<file path="src/rtl/serv_alu_seq.sv">
// Word-level sequencer for the bit-serial serv_alu: accepts a 32-bit operation, streams
// the operands LSB-first W bits per cycle and reassembles the serial result into a word.
module serv_alu_seq #(
   parameter int W = 1
) (
   input  logic          clk,
   input  logic          i_rst_n,
   input  logic          i_valid,
   output logic          o_ready,
   input  logic [31:0]   i_rs1,
   input  logic [31:0]   i_op_b,
   input  logic          i_sub,
   input  logic [1:0]    i_bool_op,
   input  logic          i_cmp_eq,
   input  logic          i_cmp_sig,
   input  logic [2:0]    i_rd_sel,
   output logic          o_alu_en,
   output logic          o_alu_cnt0,
   output logic [W-1:0]  o_alu_rs1,
   output logic [W-1:0]  o_alu_op_b,
   output logic          o_alu_sub,
   output logic [1:0]    o_alu_bool_op,
   output logic          o_alu_cmp_eq,
   output logic          o_alu_cmp_sig,
   output logic [2:0]    o_alu_rd_sel,
   input  logic [W-1:0]  i_alu_rd,
   input  logic          i_alu_cmp,
   output logic          o_valid,
   input  logic          i_ready,
   output logic [31:0]   o_rd,
   output logic          o_cmp
);

   localparam int N  = 32 / W;
   localparam int CW = (N > 1) ? $clog2(N) : 1;
   localparam logic [CW-1:0] LAST = CW'(N - 1);

   typedef enum logic [1:0] {
      S_IDLE = 2'd0,
      S_PREP = 2'd1,
      S_RUN  = 2'd2,
      S_DONE = 2'd3
   } state_e;

   state_e          state_q, state_d;
   logic            pass_q, pass_d;
   logic [CW-1:0]   cnt_q, cnt_d;
   logic [31:0]     rs1_q, rs1_d;
   logic [31:0]     op_b_q, op_b_d;
   logic [31:0]     rs1_sr_q, rs1_sr_d;
   logic [31:0]     op_b_sr_q, op_b_sr_d;
   logic [31:0]     rd_q, rd_d;
   logic            cmp_q, cmp_d;
   logic            sub_q, sub_d;
   logic [1:0]      bool_op_q, bool_op_d;
   logic            cmp_eq_q, cmp_eq_d;
   logic            cmp_sig_q, cmp_sig_d;
   logic [2:0]      rd_sel_q, rd_sel_d;
   logic [W+31:0]   rd_shift_s;
   logic            last_s;

   assign rd_shift_s = {i_alu_rd, rd_q};
   assign last_s     = (cnt_q == LAST);

   // Next-state logic: handshake, pass sequencing and operand/result shifting
   always_comb begin
      state_d   = state_q;
      pass_d    = pass_q;
      cnt_d     = cnt_q;
      rs1_d     = rs1_q;
      op_b_d    = op_b_q;
      rs1_sr_d  = rs1_sr_q;
      op_b_sr_d = op_b_sr_q;
      rd_d      = rd_q;
      cmp_d     = cmp_q;
      sub_d     = sub_q;
      bool_op_d = bool_op_q;
      cmp_eq_d  = cmp_eq_q;
      cmp_sig_d = cmp_sig_q;
      rd_sel_d  = rd_sel_q;
      case (state_q)
         S_IDLE: begin
            if (i_valid) begin
               rs1_d     = i_rs1;
               op_b_d    = i_op_b;
               rs1_sr_d  = i_rs1;
               op_b_sr_d = i_op_b;
               sub_d     = i_sub;
               bool_op_d = i_bool_op;
               cmp_eq_d  = i_cmp_eq;
               cmp_sig_d = i_cmp_sig;
               rd_sel_d  = i_rd_sel;
               pass_d    = ~i_rd_sel[1];
               state_d   = S_PREP;
            end else begin
               state_d   = S_IDLE;
            end
         end
         S_PREP: begin
            rs1_sr_d  = rs1_q;
            op_b_sr_d = op_b_q;
            cnt_d     = '0;
            state_d   = S_RUN;
         end
         S_RUN: begin
            rs1_sr_d  = rs1_sr_q >> W;
            op_b_sr_d = op_b_sr_q >> W;
            rd_d      = rd_shift_s[W+31:W];
            if (last_s) begin
               // The slt result pass must not overwrite the flag from the compare pass
               if (!pass_q || !rd_sel_q[1]) begin
                  cmp_d = i_alu_cmp;
               end else begin
                  cmp_d = cmp_q;
               end
               if (!pass_q) begin
                  pass_d  = 1'b1;
                  state_d = S_PREP;
               end else begin
                  state_d = S_DONE;
               end
            end else begin
               cnt_d = cnt_q + 1'b1;
            end
         end
         S_DONE: begin
            if (i_ready) begin
               state_d = S_IDLE;
            end else begin
               state_d = S_DONE;
            end
         end
         default: begin
            state_d = S_IDLE;
         end
      endcase
   end

   // State and datapath registers
   always_ff @(posedge clk or negedge i_rst_n) begin
      if (!i_rst_n) begin
         state_q   <= S_IDLE;
         pass_q    <= 1'b0;
         cnt_q     <= '0;
         rs1_q     <= 32'd0;
         op_b_q    <= 32'd0;
         rs1_sr_q  <= 32'd0;
         op_b_sr_q <= 32'd0;
         rd_q      <= 32'd0;
         cmp_q     <= 1'b0;
         sub_q     <= 1'b0;
         bool_op_q <= 2'b00;
         cmp_eq_q  <= 1'b0;
         cmp_sig_q <= 1'b0;
         rd_sel_q  <= 3'b000;
      end else begin
         state_q   <= state_d;
         pass_q    <= pass_d;
         cnt_q     <= cnt_d;
         rs1_q     <= rs1_d;
         op_b_q    <= op_b_d;
         rs1_sr_q  <= rs1_sr_d;
         op_b_sr_q <= op_b_sr_d;
         rd_q      <= rd_d;
         cmp_q     <= cmp_d;
         sub_q     <= sub_d;
         bool_op_q <= bool_op_d;
         cmp_eq_q  <= cmp_eq_d;
         cmp_sig_q <= cmp_sig_d;
         rd_sel_q  <= rd_sel_d;
      end
   end

   assign o_ready       = (state_q == S_IDLE);
   assign o_valid       = (state_q == S_DONE);
   assign o_alu_en      = (state_q == S_RUN);
   assign o_alu_cnt0    = (state_q == S_RUN) && (cnt_q == '0);
   assign o_alu_rs1     = rs1_sr_q[W-1:0];
   assign o_alu_op_b    = op_b_sr_q[W-1:0];
   assign o_alu_sub     = sub_q;
   assign o_alu_bool_op = bool_op_q;
   assign o_alu_cmp_eq  = cmp_eq_q;
   assign o_alu_cmp_sig = cmp_sig_q;
   // Compare pass drives no result select so the ALU only evaluates the compare
   assign o_alu_rd_sel  = pass_q ? rd_sel_q : 3'b000;
   assign o_rd          = rd_q;
   assign o_cmp         = cmp_q;

endmodule
</file>
<file path="config.mk">
export PLATFORM = sky130hd
export DESIGN_NAME = serv_alu_seq
export DESIGN_NICKNAME = d
export VERILOG_FILES = /design/src/rtl/serv_alu_seq.sv
export SDC_FILE = /design/constraint.sdc
export NUM_CORES = 1
export LEC_CHECK = 0
export CAP_MARGIN = 15
export CORE_ASPECT_RATIO = 0.7
export CORE_MARGIN = 2
export CORE_UTILIZATION = 58
export DETAILED_ROUTE_END_ITERATION = 12
export GPL_TIMING_DRIVEN = 0
export HOLD_SLACK_MARGIN = 0.08
export PLACE_DENSITY = 0.85
export SLEW_MARGIN = 15
export SYNTH_ARGS = -nofsm -noshare
export SYNTH_HDL_FRONTEND = slang
export SYNTH_SLANG_ARGS = --single-unit
</file>
<file path="constraint.sdc">
create_clock -name clk -period 4.6 [get_ports clk]
set_clock_uncertainty 0.15 [all_clocks]
set_input_delay 0.69 -clock clk [delete_from_list [all_inputs] [get_ports clk]]
set_output_delay 0.69 -clock clk [all_outputs]
set_load 0.02 [all_outputs]
</file>
==> impl_results.rst, run 1 <==
.. list-table::
   :header-rows: 1

   * - Metric
     - Value
   * - Critical path arrival
     - 2.82 ns
   * - Std-Cell Rows
     - 36
   * - Minimum clock period after layout
     - 3.657 ns
   * - Critical Path Most Common Cell
     - sky130_fd_sc_hd__buf_2
   * - Number of port buffers
     - 124
   * - Diode count
     - 0
   * - Total number of clock tree sinks
     - 177
   * - Leak Pwr
     - 4.443 nW
   * - Wire length of the first global-routing pass
     - 31590 um
   * - Clock-pin slew on the worst setup and hold paths
     - 0.07 ns
   * - Detailed-route via count
     - 5775
   * - Antenna violations before repair
     - 0
   * - Final antenna-violating net count
     - 0
   * - Layout net count
     - 871
   * - Number of buffers added to fix hold violations after cts
     - 0
   * - Most congested layer reported by global routing
     - met2
   * - Relative area change from synthesis to final layout
     - 25.01%
   * - Setup-violating endpoint count in the final report
     - 0
   * - Ranking of synthesized cells by instance count
     - sky130_fd_sc_hd__dfrtp_1, sky130_fd_sc_hd__mux2_2, sky130_fd_sc_hd__nor2_1
   * - Number of buffers on the longest clock path
     - 2
   * - Vert. Die Dim
     - 103.5 um
   * - Worst-path cell chain
     - inv_1 > ha_1 > buf_2 > buf_2 > buf_2 > nand2_1 > nor4_1 > clkdlybuf4s50_1
   * - Path type of the worst setup path
     - reg -> out
   * - Overall Global Routing Usage
     - 26.00%
   * - Pwr dens
     - 831.6 nW/um^2
   * - Post-Syn Instances
     - 642
   * - Later-pin clock latency in the skew report
     - 0.43 ns
   * - Kind of start point of the critical path
     - flop
   * - Post-Route Utilization
     - 73.97%
   * - Actual transition at the worst max-transition pin
     - 0.5465 ns
   * - Share of post-route cells with drive strength above 1
     - 28.04%
   * - Initial standard-cell utilization of the core
     - 59.17%
   * - Met1 routing resource usage after global routing
     - 35.87%
   * - Maximum number of pins on one net before global-route repair
     - 111
   * - Fill cell total of the finished layout
     - 942
   * - Final worst-path cycle share
     - 79.50%
   * - Placeable core region
     - 13870 sq um
   * - Post-Syn Area
     - 8209 sq um
   * - Final estimated routing congestion in global placement
     - 0.7960
   * - Number of instances resized during post-cts repair
     - 0
   * - Final hold slack
     - 0.04158 ns
   * - Share of Yosys cell area claimed by the top area cell type
     - 53.96%
   * - Clk root buf
     - sky130_fd_sc_hd__clkbuf_16
   * - Clock tree from TritonCTS
     - done
   * - Via count of the first global-routing pass
     - 6148
   * - Pins over their slew limit
     - 0
   * - Number of DRC violations after detailed-routing iteration 0
     - 371
   * - Worst IR Drop VDD
     - 0.4251 mV
   * - Total iterations of the first detailed-routing run
     - 5
   * - Top-level I/O count
     - 125
   * - Die width
     - 146.2 um
   * - Net count after synthesis
     - 727
   * - Bufs and invs on worst path
     - 5
   * - CP Capture Type
     - output port
   * - Type of the worst min-delay path
     - in -> async
   * - MaxCap Viol Count
     - 0
   * - Largest fanout of any net on the critical path
     - 10
   * - Worst stage delay on the critical path
     - 0.69 ns
   * - PnR worst setup slack
     - 0.9431 ns
   * - Number of DRC violations after detailed routing
     - 0
   * - Cell with the biggest individual delay on the critical path
     - sky130_fd_sc_hd__clkdlybuf4s50_1
   * - Area contributors post-synth
     - sky130_fd_sc_hd__dfrtp_1, sky130_fd_sc_hd__mux2_2, sky130_fd_sc_hd__mux2_4
   * - Detail-routed net length per standard cell
     - 19.12 um
   * - Sequential cell area
     - 4429 sq um
   * - Post-Place Worst Slack
     - 1.382 ns
   * - Full die area
     - 15140 sq um
   * - Hold violation total from the final report
     - 0
   * - Most frequently used cell type in the post-synthesis netlist
     - sky130_fd_sc_hd__dfrtp_1
   * - Number of enable-type register cells in the synthesized netlist
     - 0
   * - Post-detail-place hpwl
     - 12810 um
   * - Warnings from Yosys
     - 0
   * - Met2 capacity usage during global routing
     - 40.20%
   * - Fraction of the yosys area taken by sequential cells
     - 53.96%
   * - Ys async rst share
     - 100.0%
   * - Synthesized area per cell
     - 12.79 sq um
   * - Num CTS Buffers
     - 17
   * - Most used flip-flop cell after synthesis
     - sky130_fd_sc_hd__dfrtp_1
   * - Post-detailed-route via-to-cell ratio
     - 5.839
   * - Gate family responsible for the most delay along the worst path
     - buffers and inverters
   * - Number of H-tree levels
     - 4
   * - Met3 GRT Util
     - 8.502%
   * - Synth cell types
     - 32
   * - Yosys reg bits
     - 177
   * - Post-Route WL
     - 18910 um
   * - Required arrival time at the worst endpoint
     - 3.76 ns
   * - Cell taking the most area after synthesis
     - sky130_fd_sc_hd__dfrtp_1
   * - Post CTS Setup Buffer Count
     - 0
   * - Fmax achieved
     - 273.5 MHz
   * - Total power after layout
     - 0.008534 W
   * - RSZ-0062 raised after global routing
     - false
   * - GR Overflow Total
     - 0
   * - Outcome
     - complete, no violations
   * - Max-slew headroom at the worst pin
     - 63.57%
   * - Area of the multi-input gates
     - 3495 sq um
[final timing paths]
| path | start | to | slack [ns] | cells after the start |
|---|---|---|---|---|
| setup / recovery | state_q[0] | o_alu_cnt0 | 0.94 | 8 |
| hold / removal | i_rst_n | o_alu_sub | 0.04 | 1 |
| setup reg to reg | state_q[0] | rs1_sr_q[5] | 2.11 | 7 |
| hold reg to reg | rs1_q[3] | rs1_q[3] | 0.36 | 1 |
| max in group asynchronous | i_rst_n | op_b_sr_q[8] | 3.34 | 2 |
| min in group clk | rs1_q[3] | rs1_q[3] | 0.36 | 1 |
[worst register-to-register path, cell delays in order (launching register included)]
cell and delay [ns]:
sky130_fd_sc_hd__dfrtp_1 0.41, sky130_fd_sc_hd__inv_1 0.09, sky130_fd_sc_hd__ha_1 0.28, sky130_fd_sc_hd__buf_2 0.22
sky130_fd_sc_hd__buf_2 0.31, sky130_fd_sc_hd__clkbuf_1 0.46, sky130_fd_sc_hd__a21oi_1 0.16, sky130_fd_sc_hd__mux2_4 0.29
[through the flow]
stage / std cells / cell area (sq um) / TNS (ns)
final: 989 / 10260 / 0
after global routing: 989 / 10260 / 0
after CTS: 989 / 10260 / 0
after detailed placement: 957 / 9721 / 0
after global placement: 956 / 9688 / -737.23
after floorplan: 642 / 8209 / 0
[layer usage]
layer / vias to the layer above / share of wire, % / routed length, um
li1: 2601 / - / -
met1: 2952 / 45 / 8438
met2: 199 / 47 / 8936
met3: 23 / 6.8 / 1284
met4: 0 / 1.3 / 253
met5: - / 0 / 0
[cells by family (layout without fill, tap and decap cells)]
kind of cell	after synthesis	after routing	synth area share, %
buf+inv	56	213	3.475
compound gates	145	145	11.16
fa+ha+maj	7	7	1.067
mux	167	167	25.56
flops	177	177	53.96
simple gates	90	90	4.786
[sequential cells by signal (all words and copies together), names as in the netlist, 2 cells and up]
signal and flops:
cnt_q 5, o_alu_bool_op 2, o_rd 32, op_b_q 32
op_b_sr_q 32, rd_sel_q 3, rs1_q 32, rs1_sr_q 32
state_q 2
[power breakdown]
group / total (W) / internal (W) / leakage, nW / switching, W
clock: 0.00136 / 0.000755 / 0.252 / 0.000600
sequential: 0.00275 / 0.00232 / 2.16 / 0.000433
combinational: 0.00443 / 0.00234 / 2.03 / 0.00209
[layout make-up]
cell class	instances	share of cell area, %
sequential	177	43.16
multi-input combinational	409	34.05
timing repair buffer	125	12.41
clock buffer	22	4.426
buffer	48	2.487
tap	190	2.317
clock inverter	10	0.8535
inverter	8	0.2926
[placed cells by master (no fill, tap or decap), types with 2 or more instances in the layout]
| master | synthesis | routed |
|---|---|---|
| sky130_fd_sc_hd__dfrtp_1 | 177 | 177 |
| sky130_fd_sc_hd__clkdlybuf4s50_1 | 0 | 123 |
| sky130_fd_sc_hd__mux2_2 | 109 | 109 |
| sky130_fd_sc_hd__nor2_1 | 66 | 66 |
| sky130_fd_sc_hd__a22oi_1 | 64 | 64 |
| sky130_fd_sc_hd__a21oi_1 | 64 | 64 |
| sky130_fd_sc_hd__mux2_4 | 58 | 58 |
| sky130_fd_sc_hd__clkbuf_1 | 19 | 23 |
| sky130_fd_sc_hd__buf_2 | 18 | 18 |
| sky130_fd_sc_hd__clkbuf_16 | 0 | 17 |
| sky130_fd_sc_hd__inv_1 | 8 | 8 |
| sky130_fd_sc_hd__buf_6 | 7 | 7 |
| sky130_fd_sc_hd__ha_1 | 7 | 7 |
| sky130_fd_sc_hd__nor2b_1 | 6 | 6 |
| sky130_fd_sc_hd__o21ai_0 | 6 | 6 |
| sky130_fd_sc_hd__nand2_1 | 5 | 5 |
| sky130_fd_sc_hd__clkinvlp_4 | 0 | 5 |
| sky130_fd_sc_hd__buf_1 | 4 | 4 |
| sky130_fd_sc_hd__clkinv_2 | 0 | 4 |
| sky130_fd_sc_hd__and2_1 | 3 | 3 |
| sky130_fd_sc_hd__nand2b_1 | 3 | 3 |
| sky130_fd_sc_hd__a31oi_1 | 3 | 3 |
| sky130_fd_sc_hd__o22ai_1 | 2 | 2 |
No activity file was read; power rests on OpenSTA's default activity.
==> run 2: changes to the inputs <==
--- a/config.mk
+++ b/config.mk
@@ -8,11 +8,11 @@
 export CAP_MARGIN = 15
 export CORE_ASPECT_RATIO = 0.7
 export CORE_MARGIN = 2
-export CORE_UTILIZATION = 58
+export CORE_UTILIZATION = 49
 export DETAILED_ROUTE_END_ITERATION = 12
 export GPL_TIMING_DRIVEN = 0
 export HOLD_SLACK_MARGIN = 0.08
-export PLACE_DENSITY = 0.85
+export PLACE_DENSITY = 0.76
 export SLEW_MARGIN = 15
 export SYNTH_ARGS = -nofsm -noshare
 export SYNTH_HDL_FRONTEND = slang
==> constraint.sdc (replaced) <==
create_clock -name clk -period 3.1 [get_ports clk]
set_clock_uncertainty 0.15 [all_clocks]
set_input_delay 0.465 -clock clk [delete_from_list [all_inputs] [get_ports clk]]
set_output_delay 0.465 -clock clk [all_outputs]
set_load 0.02 [all_outputs]
==> impl_results.rst, run 2 (synthesized netlist as in run 1, its figures left out) <==
.. list-table::
   :header-rows: 1

   * - Metric
     - Value
   * - Top layer used by detailed routing
     - met4 (unchanged)
   * - Number of buffers on the longest clock path
     - 2 (unchanged)
   * - Detail-routed net length per standard cell
     - 17.98 um (was 19.12 um)
   * - PnR worst setup slack
     - 0.2598 ns (was 0.9431 ns)
   * - Sequential cell fraction of total power
     - 32.0% (was 32.2%)
   * - Area of the multi-input gates
     - 3495 sq um (unchanged)
   * - Net load switching power
     - 0.004673 W (was 0.003126 W)
   * - Cell with the biggest individual delay on the critical path
     - sky130_fd_sc_hd__dfrtp_1 (was sky130_fd_sc_hd__clkdlybuf4s50_1)
   * - CP Capture Type
     - output port (unchanged)
   * - Post-detail-place hpwl
     - 12570 um (was 12810 um)
   * - Die width
     - 158.7 um (was 146.2 um)
   * - Post CTS Setup Buffer Count
     - 0 (unchanged)
   * - Detailed-route via count
     - 5682 (was 5775)
   * - Final antenna-violating net count
     - 0 (unchanged)
   * - Relative area change from synthesis to final layout
     - 26.25% (was 25.01%)
   * - Pins over their slew limit
     - 0 (unchanged)
   * - Hold worst-path end
     - rs1_q[23]
   * - Actual transition at the worst max-transition pin
     - 0.5820 ns (was 0.5465 ns)
   * - Hold Path Stages
     - 1
   * - Later-pin clock latency in the skew report
     - 0.43 ns (about the same)
   * - Reg2Reg Launch Point
     - state_q[0] (unchanged)
   * - Post-detailed-route via-to-cell ratio
     - 5.549 (was 5.839)
   * - Clock tree from TritonCTS
     - done (unchanged)
   * - Sequential cell area
     - 4429 sq um (unchanged)
   * - Layout net count
     - 871 (unchanged)
   * - Std-Cell Rows
     - 39 (was 36)
   * - Max-slew headroom at the worst pin
     - 61.20% (was 63.57%)
   * - Cell depth of the worst flop-to-flop path
     - 7 (unchanged)
   * - Proportion of power drawn by combinational gates
     - 51.2% (was 51.9%)
   * - Met1 layer wirelength in the final routing
     - 8578 um (was 8438 um)
   * - Number of H-tree levels
     - 4 (unchanged)
   * - Number of DRC violations after detailed routing
     - 0 (unchanged)
   * - Leak Pwr
     - 4.470 nW (was 4.443 nW)
   * - Internal power
     - 0.008049 W (was 0.005409 W)
   * - MaxCap Viol Count
     - 0 (unchanged)
   * - Share of total power consumed by net switching
     - 36.73% (was 36.63%)
   * - Setup-violating endpoint count in the final report
     - 0 (unchanged)
   * - Dpl cells
     - 992 (was 957)
   * - Worst-case register-to-register setup slack
     - 0.59 ns (was 2.11 ns)
   * - Type of the worst min-delay path
     - reg -> reg (was in -> async)
   * - Antenna violations before repair
     - 0 (unchanged)
   * - Fill cell total of the finished layout
     - 1259 (was 942)
   * - Commonest non-fill, non-tap cell in the layout
     - sky130_fd_sc_hd__dfrtp_1 (unchanged)
   * - Fmax achieved
     - 352.1 MHz
   * - Placeable core region
     - 16350 sq um (was 13870 sq um)
   * - Initial standard-cell utilization of the core
     - 50.22% (was 59.17%)
   * - RSZ-0062 raised after global routing
     - false (unchanged)
   * - Final estimated routing congestion in global placement
     - 0.8009 (was 0.7960)
   * - Top-level I/O count
     - 125 (unchanged)
   * - Path type of the worst setup path
     - reg -> out (unchanged)
   * - Clock-pin slew on the worst setup and hold paths
     - 0.07 ns (about the same)
   * - Diode count
     - 0 (unchanged)
   * - Post-Place Worst Slack
     - 0.09246 ns (was 1.382 ns)
   * - Total number of clock tree sinks
     - 177 (unchanged)
   * - Worst stage delay on the critical path
     - 0.43 ns (was 0.69 ns)
   * - Launch instance of the worst min-delay path
     - rs1_q[23]
   * - Worst IR Drop VDD
     - 0.5490 mV (was 0.4251 mV)
   * - Full die area
     - 17820 sq um (was 15140 sq um)
   * - Worst-path cell chain
     - inv_1 > ha_1 > clkbuf_4 > buf_4 > nand2_1 > nor4_1 > clkdlybuf4s15_2 (was inv_1 > ha_1 > buf_2 > buf_2 > buf_2 > nand2_1 > nor4_1 > clkdlybuf4s50_1)
   * - Clock power frac
     - 16.9% (was 15.9%)
   * - GR Overflow Total
     - 0 (unchanged)
   * - Pwr dens
     - 1228 nW/um^2 (was 831.6 nW/um^2)
   * - Number of port buffers
     - 124 (unchanged)
   * - Total iterations of the first detailed-routing run
     - 4 (was 5)
   * - Gate family responsible for the most delay along the worst path
     - buffers and inverters (unchanged)
   * - Number of DRC violations after detailed-routing iteration 0
     - 404 (was 371)
   * - Outcome
     - complete, no violations (unchanged)
   * - Clk root buf
     - sky130_fd_sc_hd__clkbuf_16 (unchanged)
   * - Via count of the first global-routing pass
     - 5975 (was 6148)
   * - Critical path arrival
     - 2.23 ns (was 2.82 ns)
   * - Largest fanout of any net on the critical path
     - 14 (was 10)
   * - Num CTS Buffers
     - 17 (unchanged)
   * - Hold violation total from the final report
     - 0 (unchanged)
   * - Kind of start point of the critical path
     - flop (unchanged)
   * - Required arrival time at the worst endpoint
     - 2.48 ns (was 3.76 ns)
   * - Routed wl met3
     - 1185 um (was 1284 um)
   * - Maximum number of pins on one net before global-route repair
     - 113 (was 111)
   * - Worst r2r dst
     - rs1_sr_q[7] (was rs1_sr_q[5])
   * - Overall Global Routing Usage
     - 21.59% (was 26.00%)
   * - Vert. Die Dim
     - 112.3 um (was 103.5 um)
   * - Wire length of the first global-routing pass
     - 30560 um (was 31590 um)
   * - Commonest cells after routing, fill and taps aside
     - sky130_fd_sc_hd__dfrtp_1, sky130_fd_sc_hd__clkdlybuf4s50_1, sky130_fd_sc_hd__mux2_2, sky130_fd_sc_hd__nor2_1 (unchanged)
   * - Bufs and invs on worst path
     - 4 (was 5)
   * - Share of post-route cells with drive strength above 1
     - 28.54% (was 28.04%)
   * - Post-Route WL
     - 18410 um (was 18910 um)
   * - Final worst-path cycle share
     - 91.62%
   * - Minimum clock period after layout
     - 2.840 ns
   * - Routed wire length on met2
     - 8471 um (was 8936 um)
   * - Non-Filler Instances
     - 1024 (was 989)
run 2: changes by cell type in the layout (fill, tap and decap cells not counted), sizes merged:
cell,before,now
inv,8,18
clkdlybuf4s15,0,1
clkbuf,41,37
clkinv,4,0
clkdlybuf4s50,123,122
buf,31,29
clkinvlp,5,4
dlygate4sd3,0,1
run 2: repair_timing:
action	CTS	global route
endpoints found under the setup margin	1	1
hold buffers	1	0
hold endpoints to repair	65	0
gates resized for setup	5	1
run 2: power groups by stage:
stage / registers, W / clock network, W / logic, W
3_5_place_dp: 0.00407 / 0 / 0.00650
6_report: 0.00406 / 0.00215 / 0.00651
5_1_grt: 0.00419 / 0.00229 / 0.00705
4_1_cts: 0.00405 / 0.00219 / 0.00653
2_1_floorplan: 0.00409 / 0 / 0.00472
3_3_place_gp: 0.00401 / 0 / 0.00624
run 2: cell type report:
class | count | area share, %
multi-input combinational | 409 | 33.72
clock buffer | 17 | 4.105
inverter | 8 | 0.2897
timing repair buffer | 126 | 12.40
tap | 225 | 2.716
clock inverter | 15 | 1.569
buffer | 47 | 2.463
sequential | 177 | 42.74
run 2: stage by stage:
step | utilization [%] | hold WS, ns | TNS [ns] | power [W] | cell area (sq um)
after floorplan | - | 0.01941 | 0 | 0.008812 | 8209
after global placement | 59.53 | 0.3314 | -970.20 | 0.01025 | 9732
after detailed placement | 59.73 | 0.2896 | 0 | 0.01057 | 9764
after CTS | 63.41 | 0.3586 | 0 | 0.01277 | 10370
after global routing | 63.40 | 0.3689 | 0 | 0.01353 | 10360
final | 63.40 | 0.3567 | 0 | 0.01272 | 10360
run 2: how the worst max path moves through the flow:
stage / from / end / cells after the start
after floorplan: state_q[0] / o_alu_cnt0 / 7
after global placement: i_rst_n / op_b_q[16] / 1
after detailed placement: state_q[0] / o_alu_cnt0 / 8
after CTS: state_q[0] / o_alu_cnt0 / 8
after global routing: state_q[0] / o_alu_cnt0 / 7
final: state_q[0] / o_alu_cnt0 / 7
run 2: routing by layer:
metal	up-vias	global-route usage, %
met3	13	6.319
met5	-	0
met1	2881	30.00
li1	2593	-
met4	0	6.300
met2	195	33.25
run 2: worst reg2reg max path, delay by kind of cell (launching register included):
kind	cells	cell delay, ns
fa+ha+maj	1	0.27
buf+inv	4	1.09
compound gates	1	0.16
mux	1	0.30
flops	1	0.42
==> run 3: changes to the inputs <==
--- a/config.mk
+++ b/config.mk
@@ -6,13 +6,15 @@
 export NUM_CORES = 1
 export LEC_CHECK = 0
 export CAP_MARGIN = 15
+export CELL_PAD_IN_SITES_DETAIL_PLACEMENT = 1
+export CELL_PAD_IN_SITES_GLOBAL_PLACEMENT = 1
 export CORE_ASPECT_RATIO = 0.7
 export CORE_MARGIN = 2
-export CORE_UTILIZATION = 49
+export CORE_UTILIZATION = 40
 export DETAILED_ROUTE_END_ITERATION = 12
 export GPL_TIMING_DRIVEN = 0
 export HOLD_SLACK_MARGIN = 0.08
-export PLACE_DENSITY = 0.76
+export PLACE_DENSITY_LB_ADDON = 0.1
 export SLEW_MARGIN = 15
 export SYNTH_ARGS = -nofsm -noshare
 export SYNTH_HDL_FRONTEND = slang
==> impl_results.rst, run 3 (synthesized netlist as in run 1, its figures left out) <==
.. list-table::
   :header-rows: 1

   * - Metric
     - Value
   * - Share of post-route cells with drive strength above 1
     - 28.41% (was 28.54%)
   * - Worst r2r dst
     - rs1_sr_q[4] (was rs1_sr_q[7])
   * - MaxCap Viol Count
     - 0 (unchanged)
   * - Commonest non-fill, non-tap cell in the layout
     - sky130_fd_sc_hd__dfrtp_1 (unchanged)
   * - Post-detail-place hpwl
     - 13860 um (was 12570 um)
   * - CP Capture Type
     - output port (unchanged)
   * - Setup-violating endpoint count in the final report
     - 0 (unchanged)
   * - Minimum clock period after layout
     - 2.860 ns (was 2.840 ns)
   * - Std-Cell Rows
     - 43 (was 39)
   * - Reg2Reg Launch Point
     - state_q[0] (unchanged)
   * - Layout net count
     - 871 (unchanged)
   * - Die width
     - 175.2 um (was 158.7 um)
   * - Number of DRC violations after detailed routing
     - 0 (unchanged)
   * - RSZ-0062 raised after global routing
     - false (unchanged)
   * - Number of DRC violations after detailed-routing iteration 0
     - 308 (was 404)
   * - Required arrival time at the worst endpoint
     - 2.48 ns (about the same)
   * - Largest fanout of any net on the critical path
     - 14 (unchanged)
   * - Sequential cell area
     - 4429 sq um (unchanged)
   * - Antenna violations before repair
     - 0 (unchanged)
   * - Post CTS Setup Buffer Count
     - 0 (unchanged)
   * - Final hold slack
     - 0.3563 ns (was 0.3567 ns)
   * - Full die area
     - 21700 sq um (was 17820 sq um)
   * - Relative area change from synthesis to final layout
     - 26.99% (was 26.25%)
   * - Clk root buf
     - sky130_fd_sc_hd__clkbuf_16 (unchanged)
   * - GR Overflow Total
     - 0 (unchanged)
   * - Total number of clock tree sinks
     - 177 (unchanged)
   * - Post-Route Utilization
     - 52.23% (was 63.40%)
   * - Post-Route WL
     - 20570 um (was 18410 um)
   * - Outcome
     - complete, no violations (unchanged)
   * - Kind of start point of the critical path
     - flop (unchanged)
   * - Detail-routed net length per standard cell
     - 19.24 um (was 17.98 um)
   * - Max-slew headroom at the worst pin
     - 54.58% (was 61.20%)
   * - Initial standard-cell utilization of the core
     - 41.13% (was 50.22%)
   * - Final worst-path cycle share
     - 92.26% (was 91.62%)
   * - Commonest cells after routing, fill and taps aside
     - sky130_fd_sc_hd__dfrtp_1, sky130_fd_sc_hd__clkdlybuf4s50_1, sky130_fd_sc_hd__mux2_2, sky130_fd_sc_hd__nor2_1 (unchanged)
   * - Detailed-route via count
     - 5625 (was 5682)
   * - Later-pin clock latency in the skew report
     - 0.43 ns (about the same)
   * - Post-detailed-route via-to-cell ratio
     - 5.262 (was 5.549)
   * - Number of port buffers
     - 124 (unchanged)
   * - Leak Pwr
     - 4.471 nW (was 4.470 nW)
   * - Worst-case register-to-register setup slack
     - 0.51 ns (was 0.59 ns)
   * - Number of buffers on the longest clock path
     - 2 (unchanged)
   * - Clock tree from TritonCTS
     - done (unchanged)
   * - Cell depth of the worst flop-to-flop path
     - 7 (unchanged)
   * - Launching element of the worst setup path
     - state_q[0] (unchanged)
   * - Total power after layout
     - 0.01289 W (was 0.01272 W)
   * - Vert. Die Dim
     - 123.9 um (was 112.3 um)
   * - Final estimated routing congestion in global placement
     - 0.7714 (was 0.8009)
   * - Placeable core region
     - 19960 sq um (was 16350 sq um)
   * - Path type of the worst setup path
     - reg -> out (unchanged)
   * - Pins over their slew limit
     - 0 (unchanged)
   * - Pwr dens
     - 1237 nW/um^2 (was 1228 nW/um^2)
   * - Area of the multi-input gates
     - 3495 sq um (unchanged)
   * - Critical path arrival
     - 2.24 ns (was 2.23 ns)
   * - Total iterations of the first detailed-routing run
     - 5 (was 4)
   * - Type of the worst min-delay path
     - reg -> reg (unchanged)
   * - Hold violation total from the final report
     - 0 (unchanged)
   * - Number of H-tree levels
     - 4 (unchanged)
   * - Top-level I/O count
     - 125 (unchanged)
   * - Fill cell total of the finished layout
     - 2028 (was 1259)
   * - Actual transition at the worst max-transition pin
     - 0.6813 ns (was 0.5820 ns)
   * - Setup total negative slack
     - 0 ns (unchanged)
   * - Final antenna-violating net count
     - 0 (unchanged)
   * - Non-Filler Instances
     - 1069 (was 1024)
   * - Dpl cells
     - 1037 (was 992)
   * - Worst IR Drop VDD
     - 0.4595 mV (was 0.5490 mV)
   * - Maximum number of pins on one net before global-route repair
     - 92 (was 113)
   * - Worst setup path endpoint
     - o_alu_cnt0 (unchanged)
   * - Overall Global Routing Usage
     - 20.08% (was 21.59%)
   * - Wire length of the first global-routing pass
     - 33910 um (was 30560 um)
   * - Via count of the first global-routing pass
     - 6233 (was 5975)
   * - Fmax achieved
     - 349.7 MHz (was 352.1 MHz)
   * - Clock-pin slew on the worst setup and hold paths
     - 0.07 ns (about the same)
   * - Num CTS Buffers
     - 17 (unchanged)
   * - Diode count
     - 0 (unchanged)
==> run 3: cell count changes in the layout (fill, tap and decap cells not counted), sizes merged <==
cell,delta
clkdlybuf4s15,-1
bufinv,+1
dlygate4sd1,+1
inv,-2
clkinvlp,+1
==> run 3: layout make-up <==
class	instances	share of cell area, %
Buffer	47	2.448
Clock buffer	17	4.081
Clock inverter	15	1.632
Inverter	8	0.2880
Multi-Input combinational cell	409	33.52
Sequential cell	177	42.49
Tap cell	270	3.241
Timing Repair Buffer	126	12.30
==> run 3: where the power goes <==
group / internal, W / total (W) / leakage (nW) / switching [W]
sequential: 0.00343 / 0.00407 / 2.16 / 0.000631
clock: 0.00121 / 0.00221 / 0.276 / 0.00100
combinational: 0.00346 / 0.00661 / 2.04 / 0.00315
total: 0.00811 / 0.0129 / 4.47 / 0.00478
==> run 3: metal layers <==
metal,share of wire [%],global-route usage (%),vias to the layer above
met1,47,26.58,2904
met4,0.86,4.948,0
li1,-,-,2601
met3,4.5,5.067,15
met2,48,33.37,105
met5,0,0,-
==> run 3: metrics by stage <==
step                      area (sq um)  setup slack, ns
after global placement            9788           -5.970
after global routing             10430          0.02469
after CTS                        10420          0.05131
after detailed placement          9821         0.007953
final                            10430           0.2400
after floorplan                   8209           0.5031
==> run 3: critical path: stages (launching register included) <==
cell and delay, ns:
sky130_fd_sc_hd__dfrtp_1 0.43, sky130_fd_sc_hd__inv_1 0.10, sky130_fd_sc_hd__ha_1 0.17, sky130_fd_sc_hd__clkbuf_4 0.26, sky130_fd_sc_hd__buf_4 0.23, sky130_fd_sc_hd__nand2_1 0.07, sky130_fd_sc_hd__nor4_1 0.18, sky130_fd_sc_hd__dlygate4sd1_1 0.38
==> run 3: how the worst min path moves through the flow <==
| stage | depth (start not counted) | endpoint | start |
|---|---|---|---|
| after floorplan | 0 | cnt_q[0] | i_rst_n |
| after CTS | 1 | rd_sel_q[0] | rd_sel_q[0] |
| after detailed placement | 1 | o_alu_bool_op[0] | o_alu_bool_op[0] |
| final | 1 | rd_sel_q[1] | rd_sel_q[1] |
| after global placement | 1 | rd_sel_q[0] | rd_sel_q[0] |
| after global routing | 1 | op_b_q[2] | op_b_q[2] |
==> run 3: repair_timing <==
item / in CTS / in global routing
gates resized for setup: 4 / 1
hold buffers: 1 / 0
endpoints found under the hold margin: 86 / 0
endpoints found under the setup margin: 1 / 1
